<file path="config.mk">
export PLATFORM = sky130hd
export DESIGN_NAME = queue_drain_arbiter
export DESIGN_NICKNAME = d
export VERILOG_FILES = /design/src/rtl/vdas_link_pkg.sv /design/src/rtl/queue_drain_arbiter_rr_pick.sv /design/src/rtl/queue_drain_arbiter.sv
export SDC_FILE = /design/constraint.sdc
export NUM_CORES = 1
export LEC_CHECK = 0
export ABC_CLOCK_PERIOD_IN_PS = 1900
export CAP_MARGIN = 5
export CORE_MARGIN = 8
export CORE_UTILIZATION = 42
export DETAILED_ROUTE_END_ITERATION = 10
export GPL_ROUTABILITY_DRIVEN = 0
export GPL_TIMING_DRIVEN = 1
export PLACE_DENSITY = 0.91
export SLEW_MARGIN = 20
export SYNTH_ARGS = -nofsm -noshare
export SYNTH_HDL_FRONTEND = slang
export SYNTH_SLANG_ARGS = --single-unit
</file>
<file path="constraint.sdc">
create_clock -name ck -period 1.9 [get_ports ck]
set_input_delay 0.475 -clock ck [delete_from_list [all_inputs] [get_ports ck]]
set_output_delay 0.475 -clock ck [all_outputs]
set_load 0.02 [all_outputs]
</file>
<file path="src/rtl/vdas_link_pkg.sv">
// Shared types and constants for the acquisition-to-host serial link.
package vdas_link_pkg;

  localparam int MAX_CH = 16;
  localparam logic [3:0] HDR_MARK = 4'hA;

  typedef enum logic [2:0] {
    ST_IDLE,
    ST_POP,
    ST_LATCH,
    ST_HDR,
    ST_DATA
  } state_t;

  function automatic int byte_count(input int nbits);
    return (nbits + 7) / 8;
  endfunction

endpackage

</file>
<file path="src/rtl/queue_drain_arbiter_rr_pick.sv">
// Combinational round-robin selector: first set request after last_grant, searching cyclically mod NCH.
module rr_pick #(
  parameter int NCH = 4,
  parameter int CW  = (NCH > 1) ? $clog2(NCH) : 1
) (
  input  logic [NCH-1:0] req,
  input  logic [CW-1:0]  last_grant,
  output logic           vld,
  output logic [CW-1:0]  idx
);

  int cand;

  always_comb begin
    vld  = 1'b0;
    idx  = '0;
    cand = 0;
    // offset NCH lands back on last_grant itself, so it is the lowest priority
    for (int off = 1; off <= NCH; off++) begin
      cand = (int'(last_grant) + off) % NCH;
      if (!vld && req[CW'(cand)]) begin
        vld = 1'b1;
        idx = CW'(cand);
      end
    end
  end

endmodule

</file>
<file path="src/rtl/queue_drain_arbiter.sv">
// Round-robin drain of NCH sample FIFOs into a byte stream: header {A, ch} then word bytes MSB first.
// Grant to first tx_valid is 3 cycles; tx_data/tx_valid hold while tx_ready is low.
module queue_drain_arbiter
  import vdas_link_pkg::*;
#(
  parameter int NCH   = 4,
  parameter int NBITS = 8
) (
  input  logic                 ck,
  input  logic                 rst,
  input  logic                 en,
  input  logic [NCH-1:0]       q_em,
  input  logic [NCH*NBITS-1:0] q_data,
  output logic [NCH-1:0]       q_pp,
  output logic [7:0]           tx_data,
  output logic                 tx_valid,
  input  logic                 tx_ready,
  output logic                 busy
);

  localparam int NBYTES   = byte_count(NBITS);
  localparam int SW       = NBYTES * 8;
  localparam int CW       = (NCH > 1) ? $clog2(NCH) : 1;
  localparam int HDR_CH_W = $clog2(MAX_CH);
  localparam logic [CW-1:0] LAST_CH = CW'(NCH - 1);

  state_t          state, state_nxt;
  logic [CW-1:0]   cur_ch;
  logic [CW-1:0]   last_grant;
  logic [CW-1:0]   pick_idx;
  logic            pick_vld;
  logic [SW-1:0]   shreg;
  logic [2:0]      byte_cnt;
  logic            tx_fire;

  rr_pick #(.NCH(NCH), .CW(CW)) u_pick (
    .req        (~q_em),
    .last_grant (last_grant),
    .vld        (pick_vld),
    .idx        (pick_idx)
  );

  assign tx_fire = tx_valid && tx_ready;
  assign busy    = (state != ST_IDLE);

  always_ff @(posedge ck) begin
    if (rst) begin
      state      <= ST_IDLE;
      cur_ch     <= '0;
      last_grant <= LAST_CH;
      shreg      <= '0;
      byte_cnt   <= '0;
    end else begin
      state <= state_nxt;
      case (state)
        ST_IDLE: begin
          if (en && pick_vld) cur_ch <= pick_idx;
        end
        ST_LATCH: begin
          // out register already holds the popped word after the POP edge
          shreg      <= SW'(q_data[int'(cur_ch)*NBITS +: NBITS]);
          last_grant <= cur_ch;
        end
        ST_HDR: begin
          if (tx_fire) byte_cnt <= 3'(NBYTES - 1);
        end
        ST_DATA: begin
          if (tx_fire && byte_cnt != '0) begin
            shreg    <= shreg << 8;
            byte_cnt <= byte_cnt - 3'd1;
          end
        end
        default: ;
      endcase
    end
  end

  always_comb begin
    state_nxt = state;
    q_pp      = '0;
    tx_valid  = 1'b0;
    tx_data   = '0;
    case (state)
      ST_IDLE: begin
        if (en && pick_vld) state_nxt = ST_POP;
      end
      ST_POP: begin
        q_pp[cur_ch] = 1'b1;
        state_nxt    = ST_LATCH;
      end
      ST_LATCH: begin
        state_nxt = ST_HDR;
      end
      ST_HDR: begin
        tx_valid = 1'b1;
        tx_data  = {HDR_MARK, HDR_CH_W'(cur_ch)};
        if (tx_ready) state_nxt = ST_DATA;
      end
      ST_DATA: begin
        tx_valid = 1'b1;
        tx_data  = shreg[SW-1 -: 8];
        if (tx_ready && byte_cnt == '0) state_nxt = ST_IDLE;
      end
      default: state_nxt = ST_IDLE;
    endcase
  end

endmodule

</file>
==> summary.md, run 1 <==
| Metric | Value |
|---|---|
| Mapped Nets | `180` |
| Critical Path AT | `between 1000 and 1500 ps` |
| Setup crit start kind | `flip-flop` |
| Setup_tns | `0 ps` |
| CTS tree | `built` |
| Antenna violations before repair | `0` |
| Largest area contributor in the netlist | `dfxtp_1` |
| Clk slew on worst S/H paths | `roughly 100 ps` |
| H-tree levels | `1` |
| Power Internal | `690.0 uW` |
| DRC violations left | `0` |
| # nets final | `between 200 and 250` |
| Finish-stage setup viols | `0` |
| RSZ-0062 raised after global routing | `yes` |
| Unique cell type count in the Yosys netlist | `39` |
| CTS Hold Buffers Added | `0` |
| Initial drt markers | `69` |
| Clock power frac | `between 20% and 30%` |
| Number of routed nets with antenna violations | `0` |
| Core Box Area | `around 2800 sq um` |
| Synth cell count leaders | `dfxtp_1, nand2_1, nor2_1` |
| CP max-delay cell | `dfxtp_1` |
| Layout cells sized above 1 | `25.38%` |
| Pre-antenna DRT Iters | `4` |
| Sequential share of the synthesized area | `between 20% and 30%` |
| Sw Ratio | `28.48%` |
| Final Hold Violating Endpoints | `0` |
| WHS | `approximately 510 ps` |
| # fillers | `235` |
| Avg Synthesized Cell Area | `8.985 sq um` |
| Vias in the first global route | `around 1300` |
| Prevailing post-synth register cell | `dfxtp_1` |
| Tmin final | `approximately 1900 ps` |
| Detailed Route WL | `4.027 mm` |
| Grt ovf | `0` |
| Max Fclk | `between 0.5 and 0.6 GHz` |
| CP Class | `reg -> out` |
| Comb pwr share | `31.3%` |
| CTS max path bufs | `2` |
| Worst Setup End Kind | `output pin` |
| Net switching power figure | `~270 uW` |
| Chip Height | `~70 microns` |
| Power Dens Cells | `~530 nW/um^2` |
| DIE AREA | `slightly below 5000 sq um` |
| Reg power frac | `44.2%` |
| Clock latency on the worst-skew pair | `roughly 300 ps` |
| Inserted Diodes | `0` |
| Area grow syn2layout | `47.63%` |
| Crit Path Max Fanout | `8` |
| Num ports | `54` |
| Die width | `~70 microns` |
| Async SR Flop Fraction | `0%` |
| Row Count | `19` |
| Total track usage | `between 15 and 20%` |
| Top cell type's share of synthesized area | `29.06%` |
| Largest net degree at the start of global routing | `11` |
| Status | `completed` |
| Max incr delay on CP | `360 ps` |
| Final period util | `97.70%` |
| Seq cells post-synth | `18` |
| Drt wl/cell | `17.66 microns` |
| First-pass GRT wire length | `around 6.4 mm` |
| Slew Limit Fails | `0` |
| Placed insts | `between 200 and 250` |
| Synth top area cells | `dfxtp_1, mux4_2, a2bb2oi_1` |
| Synthesized area | `about 1200 sq um` |
| Worst Max-Slew Pin Slew | `~630 ps` |
| Mapped Cells | `around 140` |
| Maxcap violations | `0` |
| TritonCTS sink count | `18` |
| HPWL after detailed placement | `3.267 mm` |
| Starting Density | `between 40 and 50%` |
| Via count | `between 1000 and 1500` |
| IR drop worst, VDD | `0.3271 mV` |
| PortBufs | `53` |
| Root Driver | `clkbuf_4` |
| Hold crit path type | `reg -> reg` |
| CP required | `approximately 1400 ps` |
| Via density | `5.654` |
| Slew Limit Headroom | `between 50 and 60%` |
| Syn. warnings | `0` |
| Static Leak | `approximately 0.79 nW` |
| Final Non-Filler Cells | `around 230` |
| Critical Path, Cell by Cell | `nor3b_4 > buf_6 > buf_6 > and2_4 > buf_6` |
| Clock skew | `around 4.2 ps` |
| CTS Buf Count | `3` |
| Number of synthesized flops with an enable pin | `0` |
| Worst path most repeated cell | `buf_6` |
## worst max-delay path: cells and delay by family, from the launching register on
kind          cells  cell delay (ps)
flops             1              360
buf+inv           3              360
simple gates      2              380
## power by group through the flow
| stage | clock [mW] | combinational, mW | sequential [mW] |
|---|---|---|---|
| after floorplan | 0 | 0.176 | 0.422 |
| after CTS | 0.241 | 0.304 | 0.426 |
| final | 0.236 | 0.302 | 0.427 |
| after global routing | 0.257 | 0.325 | 0.430 |
| after detailed placement | 0 | 0.309 | 0.431 |
| after global placement | 0 | 0.296 | 0.429 |
## sequential cells by signal, summed over array words and instances (netlist names)
| register | count |
|---|---|
| shreg | 8 |
| byte_cnt | 3 |
| state | 3 |
| cur_ch | 2 |
| last_grant | 2 |
## path summary, 6_finish.rpt
kind,start,endpoint,slack [ps],cells after the start
min reg2reg,byte_cnt[1]$_SDFFE_PP0P_,byte_cnt[1]$_SDFFE_PP0P_,510,2
max reg2reg,cur_ch[0]$_SDFFE_PP0P_,shreg[6]$_SDFFE_PP0P_,200,4
max,state[1]$_SDFFE_PP0P_,tx_data[3],40,5
min,byte_cnt[1]$_SDFFE_PP0P_,byte_cnt[1]$_SDFFE_PP0P_,510,2
## stage by stage
stage | util (%) | worst slack [ps] | power (mW) | instance area (sq um)
global placement | 65.23 | -5.470 | 0.7251 | 1814
CTS | 65.77 | 5.077 | 0.9706 | 1829
detailed placement | 65.23 | -71.63 | 0.7404 | 1814
floorplan | - | 76.70 | 0.5979 | 1240
global route | 65.81 | -11.43 | 1.013 | 1831
finish | 65.81 | 43.65 | 0.9648 | 1831
## cell families (layout without fill, tap and decap cells)
group | count (synthesis) | in the layout | synth area share, %
flops | 18 | 18 | 29.06
fa+ha+maj | 2 | 2 | 2.018
buf+inv | 19 | 78 | 8.981
simple gates | 57 | 57 | 25.53
mux | 9 | 9 | 15.34
compound gates | 33 | 33 | 19.07
## layer usage
layer,vias to the layer above,share of wire [%],global-route usage (%)
li1,623,-,-
met1,616,39,16.14
met2,44,54,29.38
met3,6,5.5,4.237
met4,0,1.5,6.027
met5,-,0,0
## what timing repair did
action                                  4_1_cts  5_1_grt
buffers inserted                              1        1
gates resized for setup                      59       10
hold endpoints to repair                      0        0
endpoints found under the setup margin       14        6
pin swaps                                     0        1
## cell type report
| class | count | area, sq um | area share, % |
|---|---|---|---|
| multi-input combinational | 101 | 780.7 | 42.65 |
| timing repair buffer | 67 | 585.6 | 31.99 |
| sequential | 18 | 362.8 | 19.82 |
| tap | 31 | 38.79 | 2.119 |
| clock buffer | 4 | 36.28 | 1.982 |
| inverter | 7 | 26.28 | 1.435 |
## layout by cell type, fill, tap and decap left out, types with 2 or more instances in the layout
| cell type | instances |
|---|---|
| a21o_1 | 2 |
| a21oi_1 | 6 |
| a22o_1 | 2 |
| a2bb2oi_1 | 8 |
| a32oi_1 | 2 |
| and2_1 | 2 |
| and2_4 | 2 |
| and3_1 | 2 |
| buf_2 | 11 |
| buf_4 | 12 |
| buf_6 | 4 |
| clkbuf_4 | 3 |
| clkdlybuf4s50_1 | 39 |
| dfxtp_1 | 16 |
| dfxtp_2 | 2 |
| ha_1 | 2 |
| inv_1 | 7 |
| mux4_2 | 8 |
| nand2_1 | 18 |
| nand2b_1 | 3 |
| nand3_1 | 2 |
| nor2_1 | 12 |
| nor3_1 | 2 |
| nor4_1 | 2 |
| o21ai_0 | 7 |
(Power assumes the default switching activity.)
==> run 2, diff against run 1 <==
SLEW_MARGIN = not set   (was 20)
==> results of run 2 <==
Final layout, timing and power as in run 1 (identical DEF).
==> run 3, diff against run 2 <==
ABC_CLOCK_PERIOD_IN_PS = 1800   (was 1900)
SKIP_CTS_REPAIR_TIMING = 1   (was not set)
clock period = 1.8 ns   (was 1.9 ns; I/O delays follow)
==> summary.md, run 3 (same netlist as run 1, synthesis figures left out) <==
| Metric | Value |
|---|---|
| Tmin final | `between 1500 and 2000 ps` |
| Placed insts | `227 (+2.3%)` |
| CTS max path bufs | `2 (unchanged)` |
| Worst path most repeated cell | `buf_6` |
| Final Non-Filler Cells | `238 (+4.4%)` |
| Post-route setup slack | `-82.90 ps (-126.6 ps)` |
| Power Dens Cells | `537.5 nW/um^2 (+2.0%)` |
| Detailed Route WL | `4.410 mm (+9.5%)` |
| Comb pwr share | `32.9% (+1.6 points)` |
| Most frequent cells in the layout | `clkdlybuf4s50_1, buf_4, nand2_1, dfxtp_1, nor2_1` |
| Pre-antenna DRT Iters | `4 (unchanged)` |
| Vias in the first global route | `1429 (+9.2%)` |
| RSZ-0062 raised after global routing | `yes` |
| Area occupied by multi-input gates | `802.0 sq um (+2.7%)` |
| Antenna violations before repair | `0 (unchanged)` |
| IR drop worst, VDD | `0.3935 mV (+20%)` |
| Die width | `70.34 microns (unchanged)` |
| Critical Path AT | `1430 ps (+50 ps)` |
| WHS | `501.1 ps (-5.803 ps)` |
| Worst r2r src | `cur_ch[0]$_SDFFE_PP0P_` |
| Cell Area, Placed | `1852 sq um (+2.1%)` |
| CTS Buf Count | `3 (unchanged)` |
| Worst Max-Slew Pin Slew | `728.2 ps (+94.51 ps)` |
| Total track usage | `16.34% (+0.56 points)` |
| Commonest non-fill, non-tap cell in the layout | `clkdlybuf4s50_1` |
| Num ports | `54 (unchanged)` |
| Slew Limit Headroom | `51.24% (-6.3 points)` |
| Core Box Area | `2781 sq um (unchanged)` |
| Clock power frac | `24.5% (about the same)` |
| Chip Height | `70.34 microns (unchanged)` |
| Largest register FFs | `8 (unchanged)` |
| CP max-delay cell | `dfxtp_1` |
| Finish-stage setup viols | `9 (+9)` |
| CP required | `1350 ps (-70 ps)` |
| CTS tree | `built` |
| Worst setup endpoint | `tx_data[1]` |
| H-tree levels | `1 (unchanged)` |
| Hold crit path type | `reg -> reg` |
| Crit Path Max Fanout | `5 (-3)` |
| Final period util | `104.6%` |
| # fillers | `205 (-13%)` |
| Reg2reg path depth | `5 (+1)` |
| CP Class | `reg -> out` |
| Layout cells sized above 1 | `31.88% (+6.5 points)` |
| Via density | `5.706 (+0.93%)` |
| Critical Path, Cell by Cell | `nor3b_4 > buf_6 > buf_4 > a22o_1 > buf_6` |
| PortBufs | `53 (unchanged)` |
| Drt wl/cell | `18.53 microns (+4.9%)` |
| Hold_sp | `byte_cnt[0]$_SDFFE_PP0P_` |
| Clock skew | `3.821 ps (-0.3408 ps)` |
| Max Fclk | `approximately 0.53 GHz` |
| First-pass GRT wire length | `6.734 mm (+5.6%)` |
| Number of routed nets with antenna violations | `0 (unchanged)` |
| Initial drt markers | `75 (+8.7%)` |
| DRC violations left | `0 (unchanged)` |
| Largest register by flop count | `shreg` |
| Top flop regs | `shreg: 8 flops, byte_cnt: 3 flops, state: 3 flops` |
| Root Driver | `clkbuf_4` |
| CP Launch Point | `state[1]$_SDFFE_PP0P_` |
| Row Count | `19 (unchanged)` |
| Maxcap violations | `0 (unchanged)` |
| Slew Limit Fails | `0 (unchanged)` |
| Register Area | `364.1 sq um (+0.34%)` |
| Sw Ratio | `29.49% (+1.0 points)` |
| Static Leak | `0.8592 nW (+8.7%)` |
| Largest net degree at the start of global routing | `11 (unchanged)` |
| Grt ovf | `0 (unchanged)` |
| Starting Density | `44.58% (unchanged)` |
| # nets final | `250 (+4.2%)` |
| Area grow syn2layout | `59.03%` |
| Reg power frac | `42.6% (-1.6 points)` |
| Capture point of the worst reg-to-reg path | `shreg[2]$_SDFFE_PP0P_` |
| Worst Setup End Kind | `output pin` |
| Design Area, Final | `1972 sq um (+7.7%)` |
| Power Internal | `747.4 uW (+8.3%)` |
| DIE AREA | `4947 sq um (unchanged)` |
| Failing checks | `negative setup slack` |
| Setup crit start kind | `flip-flop` |
| Via count | `1358 (+5.4%)` |
| Clock latency on the worst-skew pair | `300 ps (about the same)` |
| Final Hold Violating Endpoints | `0 (unchanged)` |
| Clk slew on worst S/H paths | `110 ps (about the same)` |
| Inserted Diodes | `0 (unchanged)` |
| HPWL after detailed placement | `3.359 mm (+2.8%)` |
| Status | `finished with violations` |
| Reg-to-reg setup timing slack | `70 ps (-130 ps)` |
| Dpl ws | `-125.1 ps (-53.43 ps)` |
| Net switching power figure | `312.6 uW (+14%)` |
| Max incr delay on CP | `360 ps (about the same)` |
| TritonCTS sink count | `18 (unchanged)` |
## run 3: worst min path at each step
stage	end	slack, ps	cells past startpoint
5_1_grt	byte_cnt[0]$_SDFFE_PP0P_	510	2
6_report	byte_cnt[0]$_SDFFE_PP0P_	500	2
3_3_place_gp	byte_cnt[1]$_SDFFE_PP0P_	460	2
2_1_floorplan	byte_cnt[0]$_SDFFE_PP0P_	450	2
3_5_place_dp	byte_cnt[1]$_SDFFE_PP0P_	480	2
4_1_cts	byte_cnt[0]$_SDFFE_PP0P_	490	2
## run 3: metal layers
layer | vias up | GRT usage, % | wire length [microns]
met5 | - | 0 | 0
met1 | 657 | 17.09 | 1672
met3 | 12 | 5.085 | 237
met2 | 51 | 28.57 | 2378
met4 | 0 | 8.259 | 121
li1 | 638 | - | -
## run 3: power by group through the flow
stage | clock (mW) | sequential [mW] | combinational (mW)
after floorplan | 0 | 0.445 | 0.186
after global placement | 0 | 0.452 | 0.322
after detailed placement | 0 | 0.455 | 0.338
after CTS | 0.259 | 0.446 | 0.340
after global routing | 0.273 | 0.454 | 0.373
final | 0.260 | 0.451 | 0.349
## run 3: per-stage QoR
step	power (mW)	TNS [ps]	utilization, %
global placement	0.7738	-633.9	66.58
finish	1.060	-470.0	70.90
detailed placement	0.7931	-1118	66.58
CTS	1.045	-6153	67.88
global route	1.100	-953.0	70.90
floorplan	0.6311	0	-
## run 3: layout make-up
cell class,instances,area share (%)
Timing Repair Buffer,77,35.72
Multi-Input combinational cell,101,40.67
Sequential cell,18,18.46
Tap cell,31,1.967
Inverter,7,1.332
Clock buffer,4,1.840
## run 3: critical path, delay by kind of cell, from the launching register on
| kind | cells | cell delay, ps |
|---|---|---|
| flops | 1 | 360 |
| compound gates | 1 | 140 |
| simple gates | 1 | 260 |
| buf+inv | 3 | 370 |
